`src/rtl/gate_pkg.sv`:
```
// Shared types and helpers for the pipelined bitwise logic unit.
package gate_pkg;

    localparam int MAX_WIDTH  = 64;
    localparam int MAX_STAGES = 4;

    typedef enum logic [2:0] {
        OP_AND  = 3'd0,
        OP_OR   = 3'd1,
        OP_NAND = 3'd2,
        OP_NOR  = 3'd3,
        OP_XOR  = 3'd4,
        OP_XNOR = 3'd5,
        OP_NOT  = 3'd6,
        OP_PASS = 3'd7
    } op_t;

    // One bit of the selected function; every operation is purely bitwise.
    function automatic logic bit_eval(input logic a, input logic b, input op_t op);
        logic r;
        case (op)
            OP_AND:  r = a & b;
            OP_OR:   r = a | b;
            OP_NAND: r = ~(a & b);
            OP_NOR:  r = ~(a | b);
            OP_XOR:  r = a ^ b;
            OP_XNOR: r = ~(a ^ b);
            OP_NOT:  r = ~a;
            OP_PASS: r = a;
            default: r = a;
        endcase
        return r;
    endfunction

    // Full-width evaluation; callers narrower than MAX_WIDTH use the low bits.
    function automatic logic [MAX_WIDTH-1:0] logic_eval(input logic [MAX_WIDTH-1:0] a,
                                                        input logic [MAX_WIDTH-1:0] b,
                                                        input op_t op);
        logic [MAX_WIDTH-1:0] r;
        for (int i = 0; i < MAX_WIDTH; i++) begin
            r[i] = bit_eval(a[i], b[i], op);
        end
        return r;
    endfunction

endpackage

```
`src/rtl/gate_pipe_stage.sv`:
```
// One pipeline slot: payload register, valid bit and the advance decision.
// The slot may load whenever it is empty or its current content leaves this cycle.
module gate_pipe_stage
    import gate_pkg::*;
#(
    parameter int PW = 10
) (
    input  logic          clk,
    input  logic          rst,
    input  logic          up_valid_i,
    input  logic [PW-1:0] up_data_i,
    output logic          up_ready_o,
    output logic          dn_valid_o,
    output logic [PW-1:0] dn_data_o,
    input  logic          dn_ready_i
);

    logic          valid_q;
    logic          valid_d;
    logic [PW-1:0] data_q;
    logic [PW-1:0] data_d;
    logic          advance_s;

    assign advance_s  = !valid_q || dn_ready_i;
    assign up_ready_o = advance_s;
    assign dn_valid_o = valid_q;
    assign dn_data_o  = data_q;

    // Next-state: take upstream content when advancing, otherwise hold.
    always_comb begin
        valid_d = valid_q;
        data_d  = data_q;
        if (advance_s) begin
            valid_d = up_valid_i;
            if (up_valid_i) begin
                data_d = up_data_i;
            end else begin
                data_d = data_q;
            end
        end else begin
            valid_d = valid_q;
            data_d  = data_q;
        end
    end

    // Slot register with synchronous clear that drops any in-flight content.
    always_ff @(posedge clk) begin
        if (rst) begin
            valid_q <= 1'b0;
            data_q  <= '0;
        end else begin
            valid_q <= valid_d;
            data_q  <= data_d;
        end
    end

endmodule

```
`src/rtl/gate_array_pipe.sv`:
```
// Pipelined WIDTH-bit bitwise logic unit with valid/ready flow control.
// The function, zero flag and parity are computed at accept and ride along
// through STAGES slots; later slots only delay. Ready ripples back
// combinationally from out_ready so a full pipe can accept and emit together.
module gate_array_pipe
    import gate_pkg::*;
#(
    parameter int WIDTH  = 8,
    parameter int STAGES = 2
) (
    input  logic             clk,
    input  logic             rst,
    input  logic             in_valid,
    output logic             in_ready,
    input  logic [WIDTH-1:0] a,
    input  logic [WIDTH-1:0] b,
    input  logic [2:0]       op,
    output logic             out_valid,
    input  logic             out_ready,
    output logic [WIDTH-1:0] y,
    output logic             zero,
    output logic             parity
);

    localparam int PW = WIDTH + 2;

    if (STAGES < 1 || STAGES > MAX_STAGES || WIDTH < 1 || WIDTH > MAX_WIDTH) begin : g_bad_cfg
        $fatal(1, "gate_array_pipe: WIDTH must be 1..64 and STAGES 1..4");
    end

    logic [WIDTH-1:0] res_s;
    logic [PW-1:0]    payload_s;

    // Bitwise function of the current operands; op is only captured on accept.
    always_comb begin
        res_s = '0;
        for (int i = 0; i < WIDTH; i++) begin
            res_s[i] = bit_eval(a[i], b[i], op_t'(op));
        end
    end

    assign payload_s = {res_s, ~(|res_s), ^res_s};

    for (genvar k = 0; k < STAGES; k++) begin : g_stage
        logic          up_valid_s;
        logic [PW-1:0] up_data_s;
        logic          up_ready_s;
        logic          dn_valid_s;
        logic [PW-1:0] dn_data_s;
        logic          dn_ready_s;

        if (k == 0) begin : g_head
            assign up_valid_s = in_valid;
            assign up_data_s  = payload_s;
        end else begin : g_body
            assign up_valid_s = g_stage[k-1].dn_valid_s;
            assign up_data_s  = g_stage[k-1].dn_data_s;
        end

        if (k == STAGES - 1) begin : g_tail
            assign dn_ready_s = out_ready;
        end else begin : g_link
            assign dn_ready_s = g_stage[k+1].up_ready_s;
        end

        gate_pipe_stage #(
            .PW(PW)
        ) u_stage (
            .clk        (clk),
            .rst        (rst),
            .up_valid_i (up_valid_s),
            .up_data_i  (up_data_s),
            .up_ready_o (up_ready_s),
            .dn_valid_o (dn_valid_s),
            .dn_data_o  (dn_data_s),
            .dn_ready_i (dn_ready_s)
        );
    end

    assign in_ready  = g_stage[0].up_ready_s;
    assign out_valid = g_stage[STAGES-1].dn_valid_s;
    assign y         = g_stage[STAGES-1].dn_data_s[PW-1:2];
    assign zero      = g_stage[STAGES-1].dn_data_s[1];
    assign parity    = g_stage[STAGES-1].dn_data_s[0];

endmodule

```
`config.mk`:
```
export PLATFORM = sky130hd
export DESIGN_NAME = gate_array_pipe
export DESIGN_NICKNAME = d
export VERILOG_FILES = /design/src/rtl/gate_pkg.sv /design/src/rtl/gate_pipe_stage.sv /design/src/rtl/gate_array_pipe.sv
export SDC_FILE = /design/constraint.sdc
export NUM_CORES = 1
export LEC_CHECK = 0
export ABC_AREA = 0
export CAP_MARGIN = 20
export CORE_AREA = 2 2 61 63
export CTS_CLUSTER_DIAMETER = 60
export DETAILED_ROUTE_END_ITERATION = 7
export DIE_AREA = 0 0 63 65
export GPL_TIMING_DRIVEN = 0
export PLACE_DENSITY = 0.79
export SLEW_MARGIN = 20
export SYNTH_ARGS = -nofsm -noshare
export SYNTH_HDL_FRONTEND = slang
export SYNTH_SLANG_ARGS = --single-unit
```
`constraint.sdc`:
```
create_clock -name clk -period 2.86 [get_ports clk]
set_input_delay 0.572 -clock clk [delete_from_list [all_inputs] [get_ports clk]]
set_output_delay 0.572 -clock clk [all_outputs]
set_load 0.005 [all_outputs]
```
After elaboration in Yosys (flattened, before gate mapping):

Index checks and enable logic that the tools add are counted.

* output and inout port bits: 12
* input bits: 23
* flip-flop bits (word level): 22

* multiplexer cells: 8
* bitwise gates (word level): 57
* equal/unequal tests: 7
* reduce and logical (&&, ||, !) cells: 9

Operator list (number)
* one-hot mux 1 bit (8 select lines): 8
* NOT 1 bit: 33
* == test 3 bit (second input constant): 4
* bitwise AND 1 bit: 8
* OR 1 bit: 8
* OR reduction 8 bit: 1
* parity 8 bit: 1
* XOR 1 bit: 8
* == test 3 x 2 -> 1 bit (second input constant): 2
* AND reduction 2 bit: 2
* == test 3 x 1 -> 1 bit (second input constant): 1
* zero test 3 bit: 1
* zero test 1 bit: 2
* logical OR 1 bit: 2

Depth between registers and ports, before layout:

Gate-level depths: netlist of run 1.

* word-level depth: 5
* depth in mapped cells: 11

Modules after synthesis:

A second synthesis of run 1 with hierarchy kept.

* cell total of the unflattened synthesis: 218
* area total of the unflattened synthesis: 1984.4 µm²

By module, submodules not included
* gate_pipe_stage: cells each 49, times used 2, area an instance 504.2 µm²
* gate_array_pipe: cells each 120, times used 1, area an instance 975.9 µm²

Worst setup path after synthesis of run 1:

OpenSTA, ideal clock, no wires.

* path type: input to register
* start point: input port a[4]
* end point: register g_stage[0].u_stage.data_q[0]
* setup slack: 0.671 ns
* stages on the path: 9
* buffers on the path: 0
* arrival: 2.103 ns
* library setup time: 0.086 ns
* cells stage by stage: inv_1 ha_1 or2b_1 o221ai_1 o21bai_1 ha_1 xnor2_1 xnor2_1 a211oi_1

* cells in the longest elaborated chain, start to end: 4

Ends and longest elaborated chain
* from (decl): line gate_array_pipe.sv:15 `input logic [WIDTH-1:0] a,`
* XOR 1 bit, or another cell as far along: line gate_pkg.sv:26, gate_pkg.sv:27
* NOT 1 bit (on tied branches): line gate_pkg.sv:27, gate_pkg.sv:24, gate_pkg.sv:25
* one-hot mux 1 bit (8 select lines) (*): line gate_pkg.sv:21 `case (op)`
* parity 8 bit (*): line gate_array_pipe.sv:42 `assign payload_s = {res_s, ~(|res_s), ^res_s};`
* to (signal assigned): line gate_pipe_stage.sv:53 `data_q <= data_d;`
* to (decl): line gate_pipe_stage.sv:20 `logic [PW-1:0] data_q;`

Every way passes the cells marked *; elsewhere a longest branch is shown, timed or not.
A chain may end at the register's enable or synchronous reset.

Worst setup path in the final report of run 1:

* start point: input port a[5]
* end point: register g_stage[0].u_stage.data_q[0]

The elaborated chain is that of the path after synthesis.

==> flow_summary.json, run 1 <==
{
  "crit_family": "adder cells",
  "p_leak_nw": 0.982,
  "cts_resized": 0,
  "arrival_ns": 2.80,
  "drcViolationCount": 1,
  "fin_tns_setup_ns": 0,
  "grt_max_degree": 13,
  "ys_seq_elements": 22,
  "ios": 35,
  "worstSetupPathType": "input pin to register",
  "area_delta_synth_final_pct": 24.6,
  "period_minus_slack_ns": 2.58,
  "grt_first_pass_wirelength_um": 5950,
  "fillers": 333,
  "die_h_um": 65,
  "firstDrtPassIters": 8,
  "yosysSeqAreaShare": 0.254,
  "cts_tree": "built",
  "setup_ws_ns": 0.284,
  "avgSynthCellArea_um2": 7.75,
  "clk_pin_slew_worst_paths_ns": 0.11,
  "fin_crit_sh": 0.901,
  "clk_latency_ns": 0.29,
  "antenna_found_initial": 0,
  "wl_um": 3240,
  "cts-buffers-inserted": 3,
  "ir_drop_mv": 0.156,
  "antenna_cells": 0,
  "crit_chain": "clkdlybuf4s50_1 > inv_1 > ha_1 > or2b_1 > o221ai_1 > o21bai_1 > ha_1 > xnor2_1 > xnor2_1 > a211oi_1",
  "wl_per_cell_um": 10.5,
  "synthDistinctLibCells": 29,
  "p_clk_frac": 0.213,
  "ys_warn_count": 0,
  "min_path_type": "register to register",
  "final_antenna_net_count": 0,
  "cts-root-buf": "clkbuf_4",
  "hpwl_um": 2770,
  "pwr-share-seq": 0.439,
  "cp.required_ns": 3.08,
  "grt_use_total": 0.177,
  "ctsHoldBuffers": 0,
  "endpoint_kind": "register",
  "hold_viol_final": 0,
  "violations": "DRC",
  "rsz0062_at_grt": "false",
  "std_cell_rows": 22,
  "syn_inst": 224,
  "syn_area_um2": 1740,
  "syn-num-nets": 267,
  "status": "finished with violations",
  "worst_clock_skew_ns": 0.00118,
  "slew_violations": 0,
  "maxCapViolCount": 0,
  "fp.dieArea_um2": 4100,
  "internal_power_w": 0.000540,
  "initial_utilization": 0.497,
  "power.density_nw_per_um2": 353,
  "htreeDepth": 1,
  "core-area_um2": 3500,
  "placed_cell_area_um2": 2130,
  "grt_remaining_overflow": 0,
  "crit_slowest_cell": "clkdlybuf4s50_1",
  "path_buf_inv": 2,
  "setup_viol": 0,
  "worstSetupStartpointType": "input pin",
  "pre_cts_ws_ns": -0.0449,
  "cts_setup_buffers": 0,
  "io_buffers": 33,
  "dr_total_vias": 1544,
  "final_nets": 305,
  "clk_path_buf_depth": 2,
  "gp_congestion": 0.808,
  "clock-sinks": 22,
  "vias_per_cell": 5.00,
  "power_frac_comb": 0.348,
  "worst_pin_slew_ns": 0.434,
  "p_switching_w": 0.000224,
  "layout-drive-gt1-share": 0.0690,
  "path_max_fanout": 3,
  "fmax_mhz": 388,
  "power_w": 0.000764,
  "slew-limit-headroom": 0.711,
  "drt_iter0_markers": 37,
  "dieWidth_um": 63,
  "swShare": 0.293,
  "grt_pass1_vias": 1475,
  "cpPeakStageDelay_ns": 0.52,
  "fin_area_um2": 2160
}
[worst reg2reg max path: stages, from the launching register on]
cell	delay, ns
dfxtp_1	0.40
nand3b_1	0.15
nand2_1	0.19
buf_2	0.24
nor2_1	0.07
a21oi_1	0.11
nor2_1	0.05
[power groups by stage]
stage / clock network, W / registers, W / logic (W)
after CTS: 0.000172 / 0.000335 / 0.000269
after global routing: 0.000189 / 0.000339 / 0.000300
after detailed placement: 0 / 0.000342 / 0.000268
after global placement: 0 / 0.000342 / 0.000260
after floorplan: 0 / 0.000341 / 0.000184
final: 0.000163 / 0.000335 / 0.000266
[routing by layer]
metal,GRT usage,wire length [um],vias to the layer above
met5,0,0,-
met1,0.199,1480,689
met3,0.0104,71,2
li1,-,-,829
met4,0.0750,36,0
met2,0.343,1650,24
[path summary, 6_finish.rpt]
kind	start	end	slack [ns]	depth (start not counted)
hold / removal	g_stage[0].u_stage.dn_data_o[8]	g_stage[0].u_stage.dn_data_o[8]	0.46	2
hold reg to reg	g_stage[0].u_stage.dn_data_o[8]	g_stage[0].u_stage.dn_data_o[8]	0.46	2
setup / recovery	a[5]	g_stage[0].u_stage.dn_data_o[0]	0.28	10
setup reg to reg	g_stage[1].u_stage.dn_valid_o	g_stage[0].u_stage.dn_data_o[1]	1.55	6
[registers in the layout, indices dropped and copies added (netlist names)]
signal,count
g_stage.u_stage.dn_data_o,20
g_stage.u_stage.dn_valid_o,2
[cells by family after synthesis]
logic type	count (synthesis)	synth area share
xor gates and xnor gates	13	0.0656
buffers and inverters	35	0.0965
and+or+nand+nor	63	0.167
muxes	13	0.0749
adders and majority gates	20	0.144
DFF	22	0.254
AOI/OAI and AO/OA	58	0.198
[area by class of cell]
cell class / instances / area, um2 / share of cell area
plain buffers: 14 / 88.8 / 0.0411
multi-input cells: 167 / 1130 / 0.522
well taps: 48 / 60.1 / 0.0278
inverters: 21 / 78.8 / 0.0364
clock buffers: 4 / 36.3 / 0.0168
repair buffers: 33 / 330 / 0.153
flip-flops and latches: 22 / 440 / 0.204
[stage by stage]
step	std cells	hold WS, ns	utilization
final	309	0.462	0.619
after global routing	309	0.487	0.619
after CTS	309	0.465	0.619
after detailed placement	305	0.448	0.608
after global placement	305	0.443	0.608
after floorplan	224	0.436	-
[cell usage after synthesis]
cell	instances	share of area
nand2b_1	5	0.018
ha_1	20	0.14
xor2_1	6	0.030
o21ai_2	1	0.0050
xnor2_1	7	0.035
nand2_1	11	0.024
nand4_1	1	0.0036
buf_6	3	0.019
or2_1	1	0.0036
inv_1	21	0.045
nor3_1	6	0.017
buf_4	1	0.0043
clkbuf_1	2	0.0043
a211oi_1	2	0.0086
clkbuf_2	2	0.0058
buf_2	6	0.017
nand3b_1	1	0.0043
nor2_1	29	0.063
a211oi_2	1	0.0072
nor2b_1	6	0.022
a21oi_1	21	0.061
o21bai_1	6	0.026
o21ai_0	16	0.046
o21ai_1	5	0.014
and2_0	1	0.0036
o221ai_1	6	0.030
dfxtp_1	22	0.25
mux2i_1	13	0.075
or2b_1	2	0.0086
[cell usage in the layout (no fill, tap or decap), drive strengths merged]
cell type      count
clkdlybuf4s50     33
nor2              29
dfxtp             22
o21ai             22
inv               21
a21oi             21
ha                20
mux2i             13
nand2             11
buf               10
clkbuf             8
xnor2              7
nor2b              6
xor2               6
o221ai             6
nor3               6
o21bai             6
nand2b             5
a211oi             3
or2b               2
or2                1
nand3b             1
and2               1
nand4              1
Note: power is estimated with default switching activity, not from simulation.
==> inputs of run 2 (changes only) <==
--- a/config.mk
+++ b/config.mk
@@ -12,6 +12,7 @@
 export DETAILED_ROUTE_END_ITERATION = 7
 export DIE_AREA = 0 0 63 65
 export GPL_TIMING_DRIVEN = 0
+export HOLD_SLACK_MARGIN = 0.15
 export PLACE_DENSITY = 0.79
 export SLEW_MARGIN = 20
 export SYNTH_ARGS = -nofsm -noshare
==> results of run 2 <==
Same layout as run 1: the final DEF is identical, and so are final timing and power.
==> inputs of run 3 (changes only) <==
--- a/config.mk
+++ b/config.mk
@@ -13,7 +13,7 @@
 export DIE_AREA = 0 0 63 65
 export GPL_TIMING_DRIVEN = 0
 export HOLD_SLACK_MARGIN = 0.15
-export PLACE_DENSITY = 0.79
+export PLACE_DENSITY = 0.8
 export SLEW_MARGIN = 20
 export SYNTH_ARGS = -nofsm -noshare
 export SYNTH_HDL_FRONTEND = slang
==> flow_summary.json, run 3 (same netlist as run 1, synthesis figures left out) <==
{
  "io_buffers": 33,
  "p_switching_w": 0.000234,
  "hold_viol_final": 0,
  "area_delta_synth_final_pct": 24.6,
  "antenna_cells": 0,
  "wl_um": 3390,
  "gp_congestion": 0.902,
  "maxCapViolCount": 0,
  "antenna_found_initial": 0,
  "routedLengthMet1_um": 1480,
  "ctsHoldBuffers": 0,
  "fin_crit_sh": 0.908,
  "cts_setup_buffers": 0,
  "cts_resized": 0,
  "setup_viol": 0,
  "firstDrtPassIters": 4,
  "clk_pin_slew_worst_paths_ns": 0.11,
  "htreeDepth": 1,
  "die_h_um": 65,
  "grt_use_total": 0.183,
  "power_frac_comb": 0.347,
  "rsz0062_at_grt": "false",
  "cp-startpoint": "a[6]",
  "grt_pass1_vias": 1491,
  "ir_drop_mv": 0.151,
  "final_antenna_net_count": 0,
  "period_minus_slack_ns": 2.60,
  "worstReg2RegStart": "g_stage[1].u_stage.dn_valid_o",
  "grt_remaining_overflow": 0,
  "largest_reg_flops": 20,
  "dr_total_vias": 1561,
  "cts-root-buf": "clkbuf_4",
  "routed-wl-met2_um": 1740,
  "route.met3.wl_um": 96,
  "min_path_type": "register to register",
  "initial_utilization": 0.497,
  "ios": 35,
  "cts_tree": "built",
  "pwr-share-seq": 0.433,
  "worst_pin_slew_ns": 0.395,
  "layout-drive-gt1-share": 0.0690,
  "p_leak_nw": 0.982,
  "grt_max_degree": 13,
  "status": "finished, final reports clean",
  "vias_per_cell": 5.05,
  "p_clk_frac": 0.220,
  "worstSetupStartpointType": "input pin",
  "fp.dieArea_um2": 4100,
  "drt_iter0_markers": 81,
  "core-area_um2": 3500,
  "clk_path_buf_depth": 2,
  "clock-sinks": 22,
  "layout_common_cells": "33 x clkdlybuf4s50_1, 29 x nor2_1, 22 x dfxtp_1",
  "final_nets": 305,
  "swShare": 0.302,
  "path_max_fanout": 3,
  "hpwl_um": 2870,
  "endpoint_kind": "register",
  "hold_slack_ns": 0.463,
  "std_cell_rows": 22,
  "worstSetupPathType": "input pin to register",
  "cp.required_ns": 3.10,
  "slew_violations": 0,
  "ff2ff_path_depth": 6,
  "final_common_cell": "clkdlybuf4s50_1",
  "drcViolationCount": 0,
  "arrival_ns": 2.84,
  "fmax_mhz": 385,
  "clk_latency_ns": 0.32,
  "dieWidth_um": 63,
  "wl_per_cell_um": 11.0,
  "r2r_end": "g_stage[0].u_stage.dn_data_o[1]",
  "power.density_nw_per_um2": 358,
  "worst_clock_skew_ns": 0.00196,
  "cts-buffers-inserted": 3,
  "fin_tns_setup_ns": 0,
  "slew-limit-headroom": 0.736,
  "top_layer": "met4",
  "crit_path_end": "g_stage[0].u_stage.dn_data_o[0]",
  "grt_first_pass_wirelength_um": 6130,
  "reg2reg_slack_ns": 1.54,
  "internal_power_w": 0.000541
}
[run 3: cell counts in the layout (fill, tap and decap cells not counted)]
No cell type changed its count.
[run 3: worst min path at each step]
stage | from | end | slack (ns) | cells after the start
global route | g_stage[0].u_stage.dn_data_o[8] | g_stage[0].u_stage.dn_data_o[8] | 0.48 | 2
global placement | g_stage[0].u_stage.dn_data_o[7] | g_stage[0].u_stage.dn_data_o[7] | 0.45 | 2
finish | g_stage[0].u_stage.dn_data_o[9] | g_stage[0].u_stage.dn_data_o[9] | 0.46 | 2
CTS | g_stage[0].u_stage.dn_data_o[7] | g_stage[0].u_stage.dn_data_o[7] | 0.46 | 2
detailed placement | g_stage[0].u_stage.dn_data_o[7] | g_stage[0].u_stage.dn_data_o[7] | 0.45 | 2
floorplan | g_stage[0].u_stage.dn_data_o[3] | g_stage[0].u_stage.dn_data_o[3] | 0.44 | 2
[run 3: worst max-delay path: stages]
cell             delay, ns
clkdlybuf4s50_1       0.52
inv_1                 0.06
ha_1                  0.29
nand2b_1              0.14
o221ai_1              0.29
o21bai_1              0.11
ha_1                  0.32
xnor2_1               0.20
xnor2_1               0.11
a211oi_1              0.23
[run 3: cell type report]
cell class	instances	area, um2
Tap cell	48	60.1
Fill cell	318	1330
Clock buffer	4	36.3
Multi-Input combinational cell	167	1130
Sequential cell	22	440
Buffer	14	88.8
Timing Repair Buffer	33	330
Inverter	21	78.8
[run 3: power by group through the flow]
stage | Combinational (W) | Clock [W] | Sequential, W
floorplan | 0.000184 | 0 | 0.000341
global placement | 0.000261 | 0 | 0.000342
detailed placement | 0.000270 | 0 | 0.000343
CTS | 0.000271 | 0.000172 | 0.000335
global route | 0.000302 | 0.000184 | 0.000338
finish | 0.000268 | 0.000170 | 0.000335
[run 3: metal layers]
metal  up-vias  track usage
li1        824            -
met1       694        0.202
met2        38        0.356
met3         5       0.0104
met4         0       0.0861
met5         -            0
[run 3: stage by stage]
stage | instance area, um2 | total power [W] | cells | worst slack (ns) | utilization
floorplan | 1740 | 0.000525 | 224 | 0.671 | -
global placement | 2130 | 0.000603 | 305 | -0.00590 | 0.608
detailed placement | 2130 | 0.000613 | 305 | -0.0945 | 0.608
CTS | 2160 | 0.000779 | 309 | 0.238 | 0.619
global route | 2160 | 0.000825 | 309 | 0.0435 | 0.619
finish | 2160 | 0.000774 | 309 | 0.262 | 0.619
==> variant, RTL diff (flow settings as in run 1) <==
Make the reset (`rst`) asynchronous in one clocked block.
--- a/src/rtl/gate_pipe_stage.sv
+++ b/src/rtl/gate_pipe_stage.sv
@@ -45,5 +45,5 @@
 
     // Slot register with synchronous clear that drops any in-flight content.
-    always_ff @(posedge clk) begin
+    always_ff @(posedge clk or posedge rst) begin
         if (rst) begin
             valid_q <= 1'b0;
Check against the original RTL: differs if rst is asserted again (counterexample within 4 cycles, from zero or initial values and one cycle with rst high); with rst held inactive, the same outputs for 10 cycles.
==> variant against run 1 <==
Non-clock buffer count shrank 6; routed wire length shrank 0.96%; die area is the same; sequential cell count is the same; synthesized area shrank 1.4%; final area shrank 2.1%; clock skew is essentially flat; total power grew 19%; setup slack lost 0.11 ns; combinational power grew 37%; largest power group unchanged; via count shrank 8.4%.
==> variant: results (changes against run 1) <==
path class of the lowest-slack min-delay path register to register; largest clock skew in the final design 0.001161 ns (-0.00002171 ns); sequential cell area fraction in the yosys report 0.3216 (+0.06804); total nets after synthesis 230 (-14%); commonest register cell after synthesis sky130_fd_sc_hd__dfrtp_1; routed len/inst 11.87 um (+13%); maximum resistive drop on vdd 0.0001954 V (+25%); synth cell count leaders 22 x sky130_fd_sc_hd__dfrtp_1, 20 x sky130_fd_sc_hd__ha_1, 19 x sky130_fd_sc_hd__inv_1, 19 x sky130_fd_sc_hd__nand2_1, 11 x sky130_fd_sc_hd__nor2b_1; Netlist cell types 39 (+34%); number of fillers in the final layout 324 (-2.7%); internal reg-to-reg setup slack 1.52 ns (-0.03 ns); number of flip-flops in the largest register 20 (unchanged); number of antenna violations at the first check in global routing 0 (unchanged); total number of vias 1414 (-8.4%); Worst path top cell family by delay buffers and inverters; number of buffers added on ports 32 (-3.0%); setup repair bufs after CTS 0 (unchanged); Hold Worst Slack 0.4887 ns (+0.02653 ns); synthesized area divided by synthesized cell count 9.153 sq um (+18%); Max Clk Rate 373.0 MHz (-3.9%); slowest cell delay on critical path 0.62 ns (+0.10 ns); worst-path maximum fanout 10 (+7); status completed; number of synthesis warnings 0 (unchanged); # resized after CTS 0 (unchanged); clock latency of the later-clocked register in the worst-skew pair 0.29 ns (about the same); placed inst area 0.002092 sq mm (-1.6%); CTS buffer count 3 (unchanged); drt initial violations 57 (+54%); largest net degree at the start of global routing 23 (+10); number of antenna cells inserted 0 (unchanged); root buffer selected by CTS sky130_fd_sc_hd__clkbuf_4; measured slew at the worst slew-check pin 0.7813 ns (+0.3475 ns); Crit-path slowest cell sky130_fd_sc_hd__clkdlybuf4s50_1; Arrival @ worst endpoint 2.86 ns (+0.06 ns); gr usage total 0.1790 (+0.002053); leading post-synthesis cells by cell area sky130_fd_sc_hd__dfrtp_1 32%, sky130_fd_sc_hd__ha_1 15%, sky130_fd_sc_hd__mux2_2 6.6%; vias per inst 5.237 (+4.8%); Final Wtd Congestion 0.8528 (+5.6%); placed cell count 267 (-12%); fraction of final layout cells with drive strength greater than 1 0.1036 (+0.03464); wire length of the first global-routing pass 5865 um (-1.4%); first drt pass iteration count 4 (-4); proportion of synthesized flip-flops having asynchronous set or reset 1.000 (+1.000); maximum level of the CTS H-tree 1 (unchanged); maximum clock path buffer count 2 (unchanged); number of global-route vias before repair 1314 (-11%); P_leak 0.9636 nW (-1.9%); DP HPWL 2584 um (-6.8%); clock transition at the register clock pins on the worst setup and hold paths after CTS ~0.1 ns; minimum setup slack after placement -0.2698 ns (-0.2249 ns)
[variant: cell count changes after synthesis, sizes merged, moves of 6 or more]
cell / run 1 / this run
a21oi: 21 / 1
dfrtp: 0 / 22
dfxtp: 22 / 0
mux2: 0 / 10
mux2i: 13 / 0
nand2: 11 / 19
nor2: 29 / 7
o21ai: 22 / 7
o21bai: 6 / 0
o221ai: 6 / 0
[variant: worst min-delay path: stages (launching register included)]
cell and delay, ns:
sky130_fd_sc_hd__dfrtp_1 0.35, sky130_fd_sc_hd__nand2_1 0.05, sky130_fd_sc_hd__o31ai_1 0.05
[variant: kinds of logic (layout without fill, tap and decap cells)]
group	count (synthesis)	count (layout)	share of synthesized area
simple gates	61	61	0.1828
buf+inv	28	63	0.07164
xor+xnor	7	7	0.03582
mux	10	10	0.06579
flops	22	22	0.3216
compound gates	39	39	0.1762
fa+ha+maj	20	20	0.1462
[variant: final timing paths]
kind,start,to,cells past startpoint
hold / removal,g_stage[0].u_stage.dn_data_o[2],g_stage[0].u_stage.dn_data_o[2],2
max in group asynchronous,rst,g_stage[1].u_stage.dn_data_o[8],2
setup / recovery,op[1],g_stage[0].u_stage.dn_data_o[0],10
setup reg to reg,g_stage[1].u_stage.dn_valid_o,g_stage[0].u_stage.dn_data_o[4],4
min in group asynchronous,rst,g_stage[1].u_stage.dn_data_o[2],2
hold reg to reg,g_stage[0].u_stage.dn_data_o[2],g_stage[0].u_stage.dn_data_o[2],2
[variant: routing by layer]
| metal | track usage | routed length [um] | part of all wire | vias up |
|---|---|---|---|---|
| met4 | 0.08611 | 61 | 0.019 | 0 |
| met1 | 0.2316 | 1471 | 0.46 | 639 |
| li1 | - | - | - | 731 |
| met5 | 0 | 0 | 0 | - |
| met3 | 0.01563 | 126 | 0.039 | 4 |
| met2 | 0.3019 | 1545 | 0.48 | 40 |
[variant: area by class of cell]
type | count | area [sq um] | area share
Buffer | 9 | 51.30 | 0.02423
Multi-Input combinational cell | 137 | 1039 | 0.4905
Clock buffer | 3 | 22.52 | 0.01064
Tap cell | 48 | 60.06 | 0.02837
Sequential cell | 22 | 550.5 | 0.2600
Timing Repair Buffer | 32 | 322.8 | 0.1525
Inverter | 19 | 71.32 | 0.03369
[variant: power breakdown]
group | switching [mW] | internal (mW) | total, mW | leakage, nW
Combinational | 0.149 | 0.216 | 0.365 | 0.680
Sequential | 0.0310 | 0.380 | 0.411 | 0.269
Clock | 0.0803 | 0.0491 | 0.129 | 0.0138
Total | 0.260 | 0.645 | 0.905 | 0.964
